### src/rtl/vga_scan_timing.sv
`default_nettype none
// ============================================================================
// Module   : vga_scan_timing
// Purpose  : 640x480@60 Hz VGA raster generator. It divides the system clock
//            into pixel ticks, walks the (DrawX, DrawY) scan position over the
//            full 800x525 raster, and decodes sync and blank from it. It also
//            provides line/frame strobes and a wrapping frame counter for game
//            logic.
// Ports    : i_clk          system clock (50 MHz)
//            i_rst_n        asynchronous active-low reset
//            o_pix_en       one-clk pixel-tick strobe
//            o_draw_x       current column, 0..H_TOTAL-1
//            o_draw_y       current line, 0..V_TOTAL-1
//            o_vga_hs       horizontal sync, active low
//            o_vga_vs       vertical sync, active low
//            o_vga_blank_n  high only inside the visible window
//            o_vga_sync_n   constant 0
//            o_vga_clk      50% duty pixel clock to the DAC
//            o_line_start   one-clk pulse when DrawX becomes 0
//            o_frame_start  one-clk pulse when (DrawX, DrawY) becomes (0,0)
//            o_frame_count  frames started since reset, wraps 255 -> 0
// Options  : VGA_SCAN_TIMING_ALIGN_EN -- when defined, HS/VS/BLANK_N are
//            delayed by one pixel tick so they line up with a registered
//            color stage downstream.
// Revision : 1.0  initial release
// ============================================================================
module vga_scan_timing #(
  parameter int H_VISIBLE = 640,
  parameter int H_FRONT   = 16,
  parameter int H_SYNC    = 96,
  parameter int H_BACK    = 48,
  parameter int V_VISIBLE = 480,
  parameter int V_FRONT   = 10,
  parameter int V_SYNC    = 2,
  parameter int V_BACK    = 33,
  parameter int CLK_DIV   = 2
) (
  input  logic       i_clk,
  input  logic       i_rst_n,
  output logic       o_pix_en,
  output logic [9:0] o_draw_x,
  output logic [9:0] o_draw_y,
  output logic       o_vga_hs,
  output logic       o_vga_vs,
  output logic       o_vga_blank_n,
  output logic       o_vga_sync_n,
  output logic       o_vga_clk,
  output logic       o_line_start,
  output logic       o_frame_start,
  output logic [7:0] o_frame_count
);

  localparam int               c_div_w    = $clog2(CLK_DIV);
  localparam logic [c_div_w-1:0] c_div_last = c_div_w'(CLK_DIV - 1);
  localparam logic [c_div_w-1:0] c_div_half = c_div_w'(CLK_DIV / 2);
  localparam logic [c_div_w-1:0] c_div_one  = c_div_w'(1);

  localparam logic [9:0] c_h_vis   = 10'(H_VISIBLE);
  localparam logic [9:0] c_hs_beg  = 10'(H_VISIBLE + H_FRONT);
  localparam logic [9:0] c_hs_end  = 10'(H_VISIBLE + H_FRONT + H_SYNC - 1);
  localparam logic [9:0] c_h_last  = 10'(H_VISIBLE + H_FRONT + H_SYNC + H_BACK - 1);
  localparam logic [9:0] c_v_vis   = 10'(V_VISIBLE);
  localparam logic [9:0] c_vs_beg  = 10'(V_VISIBLE + V_FRONT);
  localparam logic [9:0] c_vs_end  = 10'(V_VISIBLE + V_FRONT + V_SYNC - 1);
  localparam logic [9:0] c_v_last  = 10'(V_VISIBLE + V_FRONT + V_SYNC + V_BACK - 1);

  logic [c_div_w-1:0] r_div;
  logic [9:0]         r_x;
  logic [9:0]         r_y;
  logic               r_pix_en;
  logic               r_vga_clk;
  logic               r_hs;
  logic               r_vs;
  logic               r_blank_n;
  logic               r_line_start;
  logic               r_frame_start;
  logic [7:0]         r_frame_count;

  logic               w_tick;
  logic [c_div_w-1:0] w_div_nxt;
  logic               w_x_wrap;
  logic               w_y_wrap;
  logic               w_line;
  logic               w_frame;
  logic [9:0]         w_x_nxt;
  logic [9:0]         w_y_nxt;
  logic               w_hs_nxt;
  logic               w_vs_nxt;
  logic               w_blank_n_nxt;

  // The counters advance on the edge that closes the pix_en cycle, i.e. the
  // edge seen while the divider sits at its last value.
  assign w_tick    = (r_div == c_div_last);
  assign w_div_nxt = w_tick ? '0 : (r_div + c_div_one);
  assign w_x_wrap  = (r_x == c_h_last);
  assign w_y_wrap  = (r_y == c_v_last);
  assign w_line    = w_tick && w_x_wrap;
  assign w_frame   = w_line && w_y_wrap;

  assign w_x_nxt = !w_tick ? r_x : (w_x_wrap ? 10'd0 : (r_x + 10'd1));
  assign w_y_nxt = !w_line ? r_y : (w_y_wrap ? 10'd0 : (r_y + 10'd1));

  // Decoding from the next-state position makes sync/blank change on the
  // same edge as the coordinates they describe.
  assign w_hs_nxt      = !((w_x_nxt >= c_hs_beg) && (w_x_nxt <= c_hs_end));
  assign w_vs_nxt      = !((w_y_nxt >= c_vs_beg) && (w_y_nxt <= c_vs_end));
  assign w_blank_n_nxt = (w_x_nxt < c_h_vis) && (w_y_nxt < c_v_vis);

  always_ff @(posedge i_clk or negedge i_rst_n) begin
    if (!i_rst_n) begin
      r_div         <= '0;
      r_x           <= c_h_last;
      r_y           <= c_v_last;
      r_pix_en      <= 1'b0;
      r_vga_clk     <= 1'b0;
      r_hs          <= 1'b1;
      r_vs          <= 1'b1;
      r_blank_n     <= 1'b0;
      r_line_start  <= 1'b0;
      r_frame_start <= 1'b0;
      r_frame_count <= 8'd0;
    end else begin
      r_div         <= w_div_nxt;
      // pix_en and VGA_CLK are registered copies of what the divider will hold
      // after this edge, so they are aligned with r_div.
      r_pix_en      <= (w_div_nxt == c_div_last);
      r_vga_clk     <= (w_div_nxt >= c_div_half);
      r_x           <= w_x_nxt;
      r_y           <= w_y_nxt;
      r_hs          <= w_hs_nxt;
      r_vs          <= w_vs_nxt;
      r_blank_n     <= w_blank_n_nxt;
      r_line_start  <= w_line;
      r_frame_start <= w_frame;
      if (w_frame) begin
        r_frame_count <= r_frame_count + 8'd1;
      end
    end
  end

`ifdef VGA_SCAN_TIMING_ALIGN_EN
  logic r_hs_d;
  logic r_vs_d;
  logic r_blank_n_d;

  // One-tick delay: on each tick edge capture the decode of the position
  // being left, so the pins describe the pixel a registered color stage is
  // presenting.
  always_ff @(posedge i_clk or negedge i_rst_n) begin
    if (!i_rst_n) begin
      r_hs_d      <= 1'b1;
      r_vs_d      <= 1'b1;
      r_blank_n_d <= 1'b0;
    end else if (w_tick) begin
      r_hs_d      <= r_hs;
      r_vs_d      <= r_vs;
      r_blank_n_d <= r_blank_n;
    end
  end

  assign o_vga_hs      = r_hs_d;
  assign o_vga_vs      = r_vs_d;
  assign o_vga_blank_n = r_blank_n_d;
`else
  assign o_vga_hs      = r_hs;
  assign o_vga_vs      = r_vs;
  assign o_vga_blank_n = r_blank_n;
`endif

  assign o_pix_en      = r_pix_en;
  assign o_draw_x      = r_x;
  assign o_draw_y      = r_y;
  assign o_vga_sync_n  = 1'b0;
  assign o_vga_clk     = r_vga_clk;
  assign o_line_start  = r_line_start;
  assign o_frame_start = r_frame_start;
  assign o_frame_count = r_frame_count;

endmodule
`default_nettype wire

### config.mk
export PLATFORM = sky130hd
export DESIGN_NAME = vga_scan_timing
export DESIGN_NICKNAME = d
export VERILOG_FILES = /design/src/rtl/vga_scan_timing.sv
export SDC_FILE = /design/constraint.sdc
export NUM_CORES = 1
export LEC_CHECK = 0
export BUFFER_PORTS_ARGS = -buffer_cell sky130_fd_sc_hd__buf_2
export CAP_MARGIN = 10
export CORE_MARGIN = 2
export CORE_UTILIZATION = 41
export CTS_BUF_LIST = sky130_fd_sc_hd__clkbuf_8 sky130_fd_sc_hd__clkbuf_16
export CTS_CLUSTER_DIAMETER = 200
export CTS_CLUSTER_SIZE = 40
export DETAILED_ROUTE_END_ITERATION = 16
export GPL_TIMING_DRIVEN = 0
export PLACE_DENSITY = 0.68
export SETUP_SLACK_MARGIN = 0.05
export SLEW_MARGIN = 20
export SYNTH_ARGS = -nofsm -noshare
export SYNTH_HDL_FRONTEND = slang
export SYNTH_SLANG_ARGS = --single-unit
### constraint.sdc
create_clock -name i_clk -period 7.3 [get_ports i_clk]
set_clock_uncertainty 0.2 [all_clocks]
set_input_delay 0.73 -clock i_clk [delete_from_list [all_inputs] [get_ports i_clk]]
set_output_delay 0.73 -clock i_clk [all_outputs]
set_load 0.02 [all_outputs]
* Word level (Yosys, flattened, before mapping)
Index checks and enable logic that the tools add are counted.
** Cells by class
- $mul :: 0
- Divide/modulo/power cells :: 0
- $lt $le $gt $ge :: 7
- Reduce and logical (&&, ||, !) cells :: 7
- Shift operators :: 0
- Equal/unequal tests :: 2
- Add/sub/neg operators :: 4
- Multiplexer cells :: 5
- Bitwise gates (word level) :: 0
** Operator list (number)
- two-way mux 10 bit :: 4
- adder 10 x 1 -> 10 bit (second input constant) :: 2
- equality test 10 bit (second input constant) :: 2
- >= comparator 10 bit (second input constant) :: 1
- >= comparator 10 x 9 -> 1 bit (second input constant) :: 1
- less-or-equal comparator 10 bit (second input constant) :: 1
- less-or-equal comparator 10 x 9 -> 1 bit (second input constant) :: 1
- < comparator 10 bit (second input constant) :: 1
- < comparator 10 x 9 -> 1 bit (second input constant) :: 1
- adder 8 x 1 -> 8 bit (second input constant) :: 1
- logical AND 1 bit :: 5
- zero test 1 bit :: 2
- adder 1 bit (second input constant) :: 1
- >= comparator 1 bit (second input constant) :: 1
- two-way mux 1 bit :: 1
** Word-level totals
- Bits in latches :: 0
- Memory bits (writable) :: 0
- ROM bits :: 0
- Output and inout port bits :: 36
- Bits of input ports :: 2
- Memories :: 0
- Bits in registers :: 35

* Longest topological paths before layout
- Depth after elaboration :: 6
- Gate-level depth with buffers :: 8
- Gate-level depth less buffers :: 8

* Worst setup path before layout
Ideal clock, no wire load.
- Kind :: register to register
- Start :: register r_x[0], in the netlist o_draw_x[0]
- End :: register r_vs, in the netlist o_vga_vs
- Period minus slack after synthesis :: 2.840 ns
- Slack :: 4.460 ns
- Stages on the path, launching flop included :: 8
- Data arrival time :: 2.543 ns
- Required time :: 7.003 ns
- Cell sequence :: dfstp_2 -> ha_1 -> nand2_1 -> or4_1 -> buf_2 -> or4_4 -> a211oi_2 -> o2111ai_1
** On the way
- Word-level cells in the longest chain between the ends :: 6
** Ends and longest elaborated chain
- start: declaration :: line 68 : logic [9:0] r_x;
- start signal: assignment :: line 112 : r_x <= c_h_last;
- start signal: assignment :: line 128 : r_x <= w_x_nxt;
- equality test 10 bit * :: line 95 : assign w_x_wrap = (r_x == c_h_last);
- logical AND 1 bit * :: line 97 : assign w_line = w_tick && w_x_wrap;
- two-way mux 10 bit * :: line 101 : assign w_y_nxt = !w_line ? r_y : (w_y_wrap ? 10'd0 : (r_y + 10'd1));
- >= comparator 10 x 9 -> 1 bit or less-or-equal comparator 10 x 9 -> 1 bit (tied branches) :: line 106 : assign w_vs_nxt = !((w_y_nxt >= c_vs_beg) && (w_y_nxt <= c_vs_end));
- logical AND 1 bit * :: line 106
- zero test 1 bit * :: line 106
- named net w_vs_nxt :: line 88 : logic w_vs_nxt;
- end signal: assignment :: line 131 : r_vs <= w_vs_nxt;
- end: declaration :: line 73 : logic r_vs;
Mark *: on every way through the listed nets, which the timed path passes. The rest lies on a longest branch.
A chain may end at the register's enable or synchronous reset.

* Worst setup path in the final report
Ends and elaborated chain as after synthesis.

==> results.md <==
- The number of setup buffers added after CTS is 0.
- The final number of hold-violating endpoints is 0.
- The congestion estimate from routability-driven global placement came to 0.8532.
- The filler cell count in the final layout is 409.
- The die boundary width is 71.12 µm.
- In this run, CTS created clock tree buffers numbering 5.
- The pin count of the biggest net entering global routing is 35.
- The count of flip-flops with a built-in enable after synthesis is 0.
- Cells with a size suffix above 1 make up 29.41% of the layout.
- The register bit total from synthesis is 34.
- Clock tree synthesis found a total of 34 sinks.
- The count of unresolved DRC violations after routing is 0.
- The startpoint of the worst setup timing path is o_draw_x[0]$_DFF_PN1_.
- The worst endpoint required time is 7280 ps.
- The routed design uses 174 µm of met3 wire.
- The count of nets after finishing is 243.
- The primary flip-flop cell chosen by synthesis mapping is dfrtp_1.
- The detail-routed net length per standard cell is 13.94 µm.
- At the end of the flow the core is filled with cells to 50.14%.
- Once the clock tree was built, the resizer swapped 0 gates to a different size.
- Dividing the synthesized area by the synthesized cell count gives 9.519 µm².
- Yosys printed 0 warnings.
- The number of input and output port buffers inserted is 36.
- The number of rows in the core area is 24.
- The via count of the first global-routing pass is 1471.
- Before antenna repair, the detailed router went through 4 iterations.
- The critical path data arrival time is 3110 ps.
- The summed negative setup slack over all endpoints is 0 ps.
- The area used by multi-input combinational logic is 892.1 µm².
- The launching element type of the critical path is a flip-flop.
- The worst ir drop on vdd is 0.05949 mV.
- For this run, asynchronously set or reset flops after synthesis account for 100.0%.
- The number of buffers between clock root and the deepest sink is 2.
- The signal on the critical path passes through ha_1 > nand2_1 > or4_1 > buf_2 > or4_4 > a211oi_2 > o2111ai_1.
- The area of the die is 5057 µm².
- The total routed wirelength is 4043 µm.
- The CTS tree is yes.
- The biggest area contributor in the post-synthesis netlist is dfrtp_1.
- Following the worst setup path forward leads to its endpoint at o_vga_vs$_DFF_PN1_.
- Summed over all nets, the half-perimeter wirelength after detailed placement is 2933 µm.
- Summing the sequential cell areas from Yosys gives 46.88% of the chip area.
- The max-slew violation count is 0.
- Summing internal, switching and leakage power gives 335.9 µW.
- Leaving out fill and tap cells, the most frequent cell in the layout is buf_2.
- The type of the tightest min-delay check is flip-flop to flip-flop.
- Once detail routing completed, the nets flagged for antenna violations numbered 0.
- The flow ran to the end, and the final reports show no timing, DRC or antenna violations.
- The number of DRC markers in iteration 0 is 75.
- The end of the worst register-to-register path is o_vga_vs$_DFF_PN1_.
- For flop-to-flop paths, the worst setup slack is 4180 ps.
- For the worst-skew pair, the clock arrives at the later sink with an insertion delay of 290 ps.
- Across all layers, the routed design uses 1599 vias.
- Routed signal wires occupy layers up through met4.
- The reported max-cap violation count is 0.
- The synthesized netlist net count is 200.
- The maximum cell stage delay along the critical path is 590 ps.
- The area growth from synthesis to layout is 18.22%.
- The mean number of vias per cell is 5.514.
- The clock transition at the registers of the reported paths is 70 ps.
- The H-tree generated during clock tree synthesis spans 2 levels.
- The beginning of the worst register-to-register path is o_draw_x[0]$_DFF_PN1_.
- The final period utilization is 42.79%.
- The number of hold buffers added after cts is 0.
- Along the worst path, the maximum fanout reaches 9.
- Once the floorplan was initialized, standard cells occupied 42.41% of the core.
- Counting every instance in the synthesized netlist gives 194.
- For the pin with the worst max-slew slack, the measured transition is 1080 ps.
- Setup repair after global routing left no endpoint under its margin.
- The clock tree root buffer cell is clkbuf_8.
- The worst slew slack as a fraction of its limit is 27.32%.
- The cell leakage power is 0.9890 nW.
- The amount of wire on met2 after detailed routing is 1842 µm.
- The total global routing overflow is 0.
- The critical path in this run is classified as flip-flop to flip-flop.
- Power spread over the standard cell area amounts to 153.9 nW/µm².
- The wire length of the first global-routing pass is 6955 µm.
- The number of antenna diodes is 0.
- After detailed routing, the wire length on met1 is 1954 µm.
- The distinct cell type count of the synthesized netlist is 43.
- The number of cells on the worst reg-to-reg path is 7.
- The core region is 4354 µm².
- The sequential cell area is 865.8 µm².
- For this design, the slowest cell found on the critical path is dfstp_2.
- The highest clock frequency the design can meet is 0.3202 GHz.
- Leaving out fill and tap cells, the most frequent cells in the layout are buf_2, nand2_1, dfrtp_1.
- After synthesis, the cell types taking the most area are dfrtp_1, dfstp_2, nand2_1.
- The I/O pin count is 38.
- Global routing consumed, over all layers together, 17.37% of the routing resources.
- The clock period minus final worst setup slack is 3123 ps.
- The number of endpoints failing setup at the final stage is 0.
- The overall die height is 71.12 µm.
- The number of antenna violations at the first check in global routing is 0.
- The synthesized design devotes to its leading area cell type 29.81% of total area.
- The worst setup path is captured at a flip-flop.
- The post-synthesis cell area is 1847 µm².
## metrics by stage
stage	cell area (µm²)	std cells	setup WS, ps	hold WS (ps)
2_1_floorplan	1847	194	4460	234.4
3_3_place_gp	2092	282	4216	251.9
3_5_place_dp	2092	282	4187	257.5
4_1_cts	2183	290	4168	266.4
5_1_grt	2183	290	3975	311.4
6_report	2183	290	4177	261.5
## final cells by class
cell class,instances,area share (%)
Multi-Input combinational cell,139,40.86
Sequential cell,34,39.66
Timing Repair Buffer,36,8.252
Clock buffer,6,3.782
Tap cell,52,2.980
Inverter,12,2.063
Buffer,9,2.006
Clock inverter,2,0.4011
## power breakdown
group	switching (mW)	internal, mW
sequential	0	0.189
combinational	0.00395	0.000549
clock	0.0681	0.0746
total	0.0720	0.264
## flip-flops by register name, summed over array words and instances, names as in the netlist
| register | cells |
|---|---|
| o_vga_vs | 1 |
| o_draw_y | 10 |
| o_vga_hs | 1 |
| o_frame_count | 8 |
| o_vga_blank_n | 1 |
| o_frame_start | 1 |
| o_line_start | 1 |
| o_draw_x | 10 |
| o_pix_en | 1 |
## layer usage
| layer | up-vias | track usage (%) |
|---|---|---|
| li1 | 777 | - |
| met1 | 761 | 23.82 |
| met2 | 52 | 26.48 |
| met3 | 9 | 4.274 |
| met4 | 0 | 6.918 |
| met5 | - | 0 |
## how the worst min path moves through the flow
stage | slack, ps | to | cells after the start | startpoint
2_1_floorplan | 230 | o_draw_x[5]$_DFF_PN0_ | 0 | i_rst_n
3_3_place_gp | 250 | o_frame_count[7]$_DFFE_PN0P_ | 1 | o_frame_count[7]$_DFFE_PN0P_
3_5_place_dp | 260 | o_frame_count[7]$_DFFE_PN0P_ | 1 | o_frame_count[7]$_DFFE_PN0P_
4_1_cts | 270 | o_frame_count[7]$_DFFE_PN0P_ | 1 | o_frame_count[7]$_DFFE_PN0P_
5_1_grt | 310 | o_frame_count[7]$_DFFE_PN0P_ | 1 | o_frame_count[7]$_DFFE_PN0P_
6_report | 260 | o_frame_count[7]$_DFFE_PN0P_ | 1 | o_frame_count[7]$_DFFE_PN0P_
## worst max-delay path, delay by kind of cell (launching register included)
| kind | cells | cell delay, ps |
|---|---|---|
| compound gates | 2 | 500 |
| fa+ha+maj | 1 | 270 |
| buf+inv | 1 | 180 |
| flops | 1 | 590 |
| simple gates | 3 | 1270 |
## synthesized netlist by cell type (2+ instances only)
cell,n
and2_1,2
dfstp_2,12
o21ai_0,8
o31ai_1,2
xor2_1,8
ha_1,4
nand2_1,26
a211oi_1,2
buf_4,2
xnor2_1,9
clkbuf_1,5
mux2_2,2
or3_1,5
a21oi_1,3
nor3_1,7
dfrtp_1,22
o32a_1,2
nand3_1,8
nand4_1,9
inv_1,12
nor2_1,12
buf_2,2
or4_1,4
nor4_1,7
## cells by family (layout without fill, tap and decap cells)
kind of cell,after synthesis,after routing,synth area share (%)
and+or+nand+nor,90,90,26.49
DFF,34,34,46.88
AOI/OAI and AO/OA,24,24,9.079
buffers and inverters,21,65,4.810
xor gates and xnor gates,17,17,8.063
adders and majority gates,4,4,2.710
muxes,3,3,1.761
other,1,1,0.2031
No activity file was read; power rests on OpenSTA's default activity.
